## config.mk

```make
export PLATFORM = sky130hd
export DESIGN_NAME = unidade_controle_flat
export DESIGN_NICKNAME = d
export VERILOG_FILES = /design/src/rtl/unidade_controle_if.sv /design/src/rtl/unidade_controle.sv /design/src/flat_wrapper.sv
export SDC_FILE = /design/constraint.sdc
export NUM_CORES = 1
export LEC_CHECK = 0
export ABC_AREA = 1
export BUFFER_PORTS_ARGS = -buffer_cell sky130_fd_sc_hd__buf_4
export CAP_MARGIN = 20
export CORE_MARGIN = 2
export CORE_UTILIZATION = 44
export DETAILED_ROUTE_END_ITERATION = 10
export GPL_TIMING_DRIVEN = 0
export PLACE_DENSITY = 0.71
export SETUP_SLACK_MARGIN = 0.15
export SYNTH_ARGS = -nofsm -noshare
export SYNTH_HDL_FRONTEND = slang
export SYNTH_SLANG_ARGS = --single-unit
```

## constraint.sdc

```tcl
create_clock -name clock -period 1.5 [get_ports clock]
set_input_delay 0.15 -clock clock [delete_from_list [all_inputs] [get_ports clock]]
set_output_delay 0.15 -clock clock [all_outputs]
set_load 0.05 [all_outputs]
```

## src/rtl/unidade_controle_if.sv

```systemverilog
// unidade_controle_if: status inputs and control/debug outputs between the memory-game FSM and its datapath
interface unidade_controle_if #(parameter int DB_W = 5);
    logic iniciar, jogada_feita, chavesIgualMemoria, enderecoIgualSequencia, fimL, fimTMR, timeout;
    logic zeraE, zeraL, zeraR, zeraM, zeraTMR;
    logic contaE, contaL, contaTMR;
    logic registraR, registraM;
    logic pronto, ganhou, perdeu;
    logic [DB_W-1:0] db_estado;
    modport master (
        output iniciar, jogada_feita, chavesIgualMemoria, enderecoIgualSequencia, fimL, fimTMR, timeout,
        input zeraE, zeraL, zeraR, zeraM, zeraTMR, contaE, contaL, contaTMR,
        input registraR, registraM, pronto, ganhou, perdeu, db_estado
    );
    modport slave (
        input iniciar, jogada_feita, chavesIgualMemoria, enderecoIgualSequencia, fimL, fimTMR, timeout,
        output zeraE, zeraL, zeraR, zeraM, zeraTMR, contaE, contaL, contaTMR,
        output registraR, registraM, pronto, ganhou, perdeu, db_estado
    );
endinterface

```

## src/rtl/unidade_controle.sv

```systemverilog
// unidade_controle: Moore FSM sequencing the memory-game datapath (display rounds, move checking).
// Define TIMEOUT_EN to let a move timeout in espera_jogada end the game in fim_timeout.
module unidade_controle #(parameter int DB_W = 5) (
    input logic clock,
    input logic reset_n,
    unidade_controle_if.slave bus
);
    typedef enum logic [3:0] {
        inicial, preparacao, inicio_seq, mostra, proximo_mostra, incr_mostra, fim_mostra, espera_jogada,
        registra, comparacao, proxima_jogada, ultima_jogada, proxima_seq, fim_acertou, fim_errou, fim_timeout
    } state_t;
    state_t state, nxt;
    // {zeraE,zeraL,zeraR,zeraM,zeraTMR,contaE,contaL,contaTMR,registraR,registraM,pronto,ganhou,perdeu}
    function automatic logic [12:0] decode(state_t s);
        case (s)
            preparacao:     return 13'b11111_000_00_000;
            inicio_seq:     return 13'b10001_000_00_000;
            mostra:         return 13'b00000_001_01_000;
            proximo_mostra: return 13'b00011_000_00_000;
            incr_mostra:    return 13'b00000_100_00_000;
            fim_mostra:     return 13'b10100_000_00_000;
            registra:       return 13'b00000_000_10_000;
            proxima_jogada: return 13'b00000_100_00_000;
            proxima_seq:    return 13'b00000_010_00_000;
            fim_acertou:    return 13'b00000_000_00_110;
            fim_errou:      return 13'b00000_000_00_101;
`ifdef TIMEOUT_EN
            fim_timeout:    return 13'b00000_000_00_101;
`endif
            default:        return 13'b0;
        endcase
    endfunction
    always_comb begin
        nxt = inicial;
        case (state)
            inicial:        nxt = bus.iniciar ? preparacao : inicial;
            preparacao:     nxt = inicio_seq;
            inicio_seq:     nxt = mostra;
            mostra:         nxt = bus.fimTMR ? proximo_mostra : mostra;
            proximo_mostra: nxt = bus.enderecoIgualSequencia ? fim_mostra : incr_mostra;
            incr_mostra:    nxt = mostra;
            fim_mostra:     nxt = espera_jogada;
`ifdef TIMEOUT_EN
            espera_jogada:  nxt = bus.jogada_feita ? registra : bus.timeout ? fim_timeout : espera_jogada;
            fim_timeout:    nxt = bus.iniciar ? preparacao : fim_timeout;
`else
            espera_jogada:  nxt = bus.jogada_feita ? registra : espera_jogada;
`endif
            registra:       nxt = comparacao;
            comparacao:     nxt = !bus.chavesIgualMemoria ? fim_errou :
                                  bus.enderecoIgualSequencia ? ultima_jogada : proxima_jogada;
            proxima_jogada: nxt = espera_jogada;
            ultima_jogada:  nxt = bus.fimL ? fim_acertou : proxima_seq;
            proxima_seq:    nxt = inicio_seq;
            fim_acertou:    nxt = bus.iniciar ? preparacao : fim_acertou;
            fim_errou:      nxt = bus.iniciar ? preparacao : fim_errou;
            default:        nxt = inicial;
        endcase
    end
    // Outputs are registered from the next state so they always match the state register.
    always_ff @(posedge clock or negedge reset_n) begin
        if (!reset_n) begin
            state <= inicial;
            {bus.zeraE, bus.zeraL, bus.zeraR, bus.zeraM, bus.zeraTMR, bus.contaE, bus.contaL, bus.contaTMR,
             bus.registraR, bus.registraM, bus.pronto, bus.ganhou, bus.perdeu} <= '0;
            bus.db_estado <= '0;
        end else begin
            state <= nxt;
            {bus.zeraE, bus.zeraL, bus.zeraR, bus.zeraM, bus.zeraTMR, bus.contaE, bus.contaL, bus.contaTMR,
             bus.registraR, bus.registraM, bus.pronto, bus.ganhou, bus.perdeu} <= decode(nxt);
            bus.db_estado <= DB_W'(nxt);
        end
    end
endmodule
```

## src/flat_wrapper.sv

```systemverilog
// flat-port wrapper written by rule: the top's interface ports become plain ports
module unidade_controle_flat 
#(parameter int DB_W = 5)
  (clock, reset_n, bus_iniciar, bus_jogada_feita, bus_chavesIgualMemoria, bus_enderecoIgualSequencia, bus_fimL, bus_fimTMR, bus_timeout, bus_zeraE, bus_zeraL, bus_zeraR, bus_zeraM, bus_zeraTMR, bus_contaE, bus_contaL, bus_contaTMR, bus_registraR, bus_registraM, bus_pronto, bus_ganhou, bus_perdeu, bus_db_estado);
  unidade_controle_if #(.DB_W(DB_W)) bus_i ();
  input logic clock;
  input logic reset_n;
  input wire logic [$bits(bus_i.iniciar)-1:0] bus_iniciar;
  input wire logic [$bits(bus_i.jogada_feita)-1:0] bus_jogada_feita;
  input wire logic [$bits(bus_i.chavesIgualMemoria)-1:0] bus_chavesIgualMemoria;
  input wire logic [$bits(bus_i.enderecoIgualSequencia)-1:0] bus_enderecoIgualSequencia;
  input wire logic [$bits(bus_i.fimL)-1:0] bus_fimL;
  input wire logic [$bits(bus_i.fimTMR)-1:0] bus_fimTMR;
  input wire logic [$bits(bus_i.timeout)-1:0] bus_timeout;
  output wire logic [$bits(bus_i.zeraE)-1:0] bus_zeraE;
  output wire logic [$bits(bus_i.zeraL)-1:0] bus_zeraL;
  output wire logic [$bits(bus_i.zeraR)-1:0] bus_zeraR;
  output wire logic [$bits(bus_i.zeraM)-1:0] bus_zeraM;
  output wire logic [$bits(bus_i.zeraTMR)-1:0] bus_zeraTMR;
  output wire logic [$bits(bus_i.contaE)-1:0] bus_contaE;
  output wire logic [$bits(bus_i.contaL)-1:0] bus_contaL;
  output wire logic [$bits(bus_i.contaTMR)-1:0] bus_contaTMR;
  output wire logic [$bits(bus_i.registraR)-1:0] bus_registraR;
  output wire logic [$bits(bus_i.registraM)-1:0] bus_registraM;
  output wire logic [$bits(bus_i.pronto)-1:0] bus_pronto;
  output wire logic [$bits(bus_i.ganhou)-1:0] bus_ganhou;
  output wire logic [$bits(bus_i.perdeu)-1:0] bus_perdeu;
  output wire logic [$bits(bus_i.db_estado)-1:0] bus_db_estado;
  assign bus_i.iniciar = bus_iniciar;
  assign bus_i.jogada_feita = bus_jogada_feita;
  assign bus_i.chavesIgualMemoria = bus_chavesIgualMemoria;
  assign bus_i.enderecoIgualSequencia = bus_enderecoIgualSequencia;
  assign bus_i.fimL = bus_fimL;
  assign bus_i.fimTMR = bus_fimTMR;
  assign bus_i.timeout = bus_timeout;
  assign bus_zeraE = bus_i.zeraE;
  assign bus_zeraL = bus_i.zeraL;
  assign bus_zeraR = bus_i.zeraR;
  assign bus_zeraM = bus_i.zeraM;
  assign bus_zeraTMR = bus_i.zeraTMR;
  assign bus_contaE = bus_i.contaE;
  assign bus_contaL = bus_i.contaL;
  assign bus_contaTMR = bus_i.contaTMR;
  assign bus_registraR = bus_i.registraR;
  assign bus_registraM = bus_i.registraM;
  assign bus_pronto = bus_i.pronto;
  assign bus_ganhou = bus_i.ganhou;
  assign bus_perdeu = bus_i.perdeu;
  assign bus_db_estado = bus_i.db_estado;
  unidade_controle #(.DB_W(DB_W)) u_core (.clock(clock), .reset_n(reset_n), .bus(bus_i));
endmodule
```

==> reports/metrics.yaml <==
sta:
  rsz0062_at_grt: "true"
  finalCriticalPeriod_ns: 1.767
  tns_ns: -2.352
  setup_viol_count_final: 12
  final-hold-violation-count: 0
  holdWs_ns: 0.2560
  worst_slack_ns: -0.2671
  fmax_ghz: 0.5659
  period_share_pct: 117.8
  fin_worst_skew_ns: 0.002052
  slew_viol_final: 0
floorplanning:
  rows: 16
  dieWidth_um: 48.87
  die_area_um2: 2388
  ios: 27
  start_util_pct: 46.09
  core_area_um2: 1922
  die_h_um: 48.87
cts:
  clk_pin_slew_ns: 0.09
  numCtsBuffers: 3
  htreeDepth: 1
  cts.sinks: 16
  cts_tree: "yes"
  clk_latency_ns: 0.29
  clockBufferDepth: 2
  root_buffer: "clkbuf_4"
detailed_routing:
  highest_layer: "met4"
  wl_per_cell_um: 11.66
  postRouteAntennaNets: 0
  met3_length_um: 121
  drc_errors: 0
  met2_length_um: 1125
  vias_per_cell: 4.733
  vias: 852
  drt_wl_total_um: 2098
  drt_first_pass_iters: 4
  wl_met1_um: 801
  drtIter0Drc: 18
critical_path:
  crit_type: "reg -> reg"
  crit_required_ns: 1.69
  r2r_cells: 12
  crit_path_end_kind: "flop"
  crit_arrival_ns: 1.95
  startpoint_type: "flop"
  r2r_end: "u_core.bus.zeraM"
  cp_cell_sequence: "buf_4 > nor2_4 > nand2_2 > o31ai_2 > nor2_1 > nand2_1 > nor2_2 > ha_2 > inv_2 > nand2_1 > nand2_1 > nor2_1"
  cp_top_family: "simple AND/OR/NAND/NOR gates"
  rrSetupSlack_ns: -0.27
  path_common_cell: "nand2_1"
  path_buf_inv: 2
  critPathMaxStageDelay_ns: 0.47
  cp_slowest_cell: "dfrtp_2"
  crit_fanout: 5
  r2r_start: "u_core.bus.db_estado[2]"
hold_path:
  hold_path_class: "in -> async"
synth:
  mappedNetlistNets: 128
  yosys_warnings: 0
  ys_ff_latch: 16
  yosysUniqueCellTypes: 20
  synth_area_um2: 885.9
  syn_area_per_cell_um2: 7.703
  syn_inst: 115
  synth-seq-area-share_pct: 45.20
status:
  violations: "negative setup slack"
  outcome: "complete, but fails checks"
layout:
  fin_nets: 167
  area_delta_synth_final_pct: 54.80
  drive_gt1_share_pct: 59.48
  antenna_cells: 0
place:
  gp_congestion: 0.9035
  io_buffer_count: 24
  dp_hpwl_um: 1333
grt:
  track_usage_pct: 16.81
  grt_pass1_wl_um: 3077
  grt_pass1_vias: 742
  grt_max_degree: 17
  gr-total-overflow: 0
  antenna_found_initial: 0
flow_run:
  cap_violations: 0
## area by class of cell
type	instances	area [um2]
inverters	18	70.07
repair buffers	34	265.3
fillers	159	550.5
plain buffers	3	30.03
clock buffers	4	36.28
flip-flops and latches	16	405.4
multi-input cells	78	530.5
well taps	27	33.78
## cells in the mapped netlist
cell	instances	area (um2)
nand3b_1	2	15.01
nor2_1	19	71.32
o21ai_0	1	5.000
o21ai_1	1	5.000
o211ai_1	1	7.510
nor2_2	4	25.02
o31ai_1	1	7.510
dfrtp_1	16	400.4
ha_1	4	50.05
nand2_1	25	93.84
buf_6	1	11.26
nand2_2	1	6.260
nor3_1	2	10.01
nor3_2	2	20.02
inv_2	6	22.52
nand3_1	13	65.06
inv_1	12	45.04
a31oi_1	1	6.260
conb_1	1	3.750
buf_4	2	15.01
## layout by cell type, fill, tap and decap left out, drive strengths merged
master       Yosys  final
o31ai            1      1
nor2            23     23
dlygate4sd3      0      1
o21ai            2      2
nand3b           2      2
clkbuf           0      4
inv             18     18
nor3             4      4
a31oi            1      1
conb             1      1
nand2           26     26
ha               4      4
nand3           13     13
buf              3     36
dfrtp           16     16
o211ai           1      1
## worst max path at each step
stage / cells past startpoint / slack, ns / startpoint / endpoint
2_1_floorplan: 11 / -0.26 / u_core.bus.db_estado[2] / u_core.bus.zeraE
3_3_place_gp: 10 / -0.29 / u_core.bus.db_estado[2] / u_core.bus.zeraE
3_5_place_dp: 10 / -0.31 / u_core.bus.db_estado[2] / u_core.bus.zeraE
4_1_cts: 10 / -0.23 / u_core.bus.db_estado[2] / u_core.bus.zeraTMR
5_1_grt: 12 / -0.37 / u_core.bus.db_estado[1] / u_core.bus.zeraR
6_report: 12 / -0.27 / u_core.bus.db_estado[2] / u_core.bus.zeraM
## registers in the layout (all words and copies together) (netlist names)
register,cells
u_core.bus.db_estado,4
u_core.bus.contaE,1
u_core.bus.contaL,1
u_core.bus.contaTMR,1
u_core.bus.ganhou,1
u_core.bus.perdeu,1
u_core.bus.pronto,1
u_core.bus.registraR,1
u_core.bus.zeraE,1
u_core.bus.zeraL,1
u_core.bus.zeraM,1
u_core.bus.zeraR,1
u_core.bus.zeraTMR,1
## metrics by stage
| stage | cell area (um2) | cells | util (%) | setup WS (ns) |
|---|---|---|---|---|
| final | 1371 | 180 | 71.35 | -0.2671 |
| after global routing | 1371 | 180 | 71.35 | -0.3745 |
| after CTS | 1295 | 174 | 67.38 | -0.2262 |
| after detailed placement | 1117 | 166 | 58.14 | -0.3065 |
| after global placement | 1117 | 166 | 58.14 | -0.2850 |
| after floorplan | 903.4 | 115 | - | -0.2602 |
## per-layer routing
layer  vias to the layer above  GRT usage (%)
met5                         -              0
met2                        28          28.54
met4                         0          6.190
li1                        429              -
met3                         7          4.908
met1                       388          20.16
## cell families after synthesis
| family | count (synthesis) | share of synthesized area, % |
|---|---|---|
| other | 1 | 0.4233 |
| AND/OR/NAND/NOR | 68 | 34.60 |
| AO/OA/AOI/OAI | 5 | 3.531 |
| adder cells (fa/ha/maj) | 4 | 5.650 |
| buffers and inverters | 21 | 10.59 |
| flip-flops | 16 | 45.20 |
## timing repair
action,CTS,global route
setup endpoints to repair,13,16
pin swaps,11,13
gates resized for setup,32,11
hold endpoints to repair,16,0
hold buffers,1,0
setup buffers,3,6
## worst register-to-register path, delay by kind of cell, from the launching register on
| kind | cells | cell delay (ns) |
|---|---|---|
| buffers and inverters | 2 | 0.24 |
| adders and majority gates | 1 | 0.16 |
| and+or+nand+nor | 8 | 0.60 |
| DFF | 1 | 0.47 |
| AOI/OAI and AO/OA | 1 | 0.19 |
Power is not shown: default switching activity piles up to over one toggle a cycle in this logic, so the estimate is an artifact.
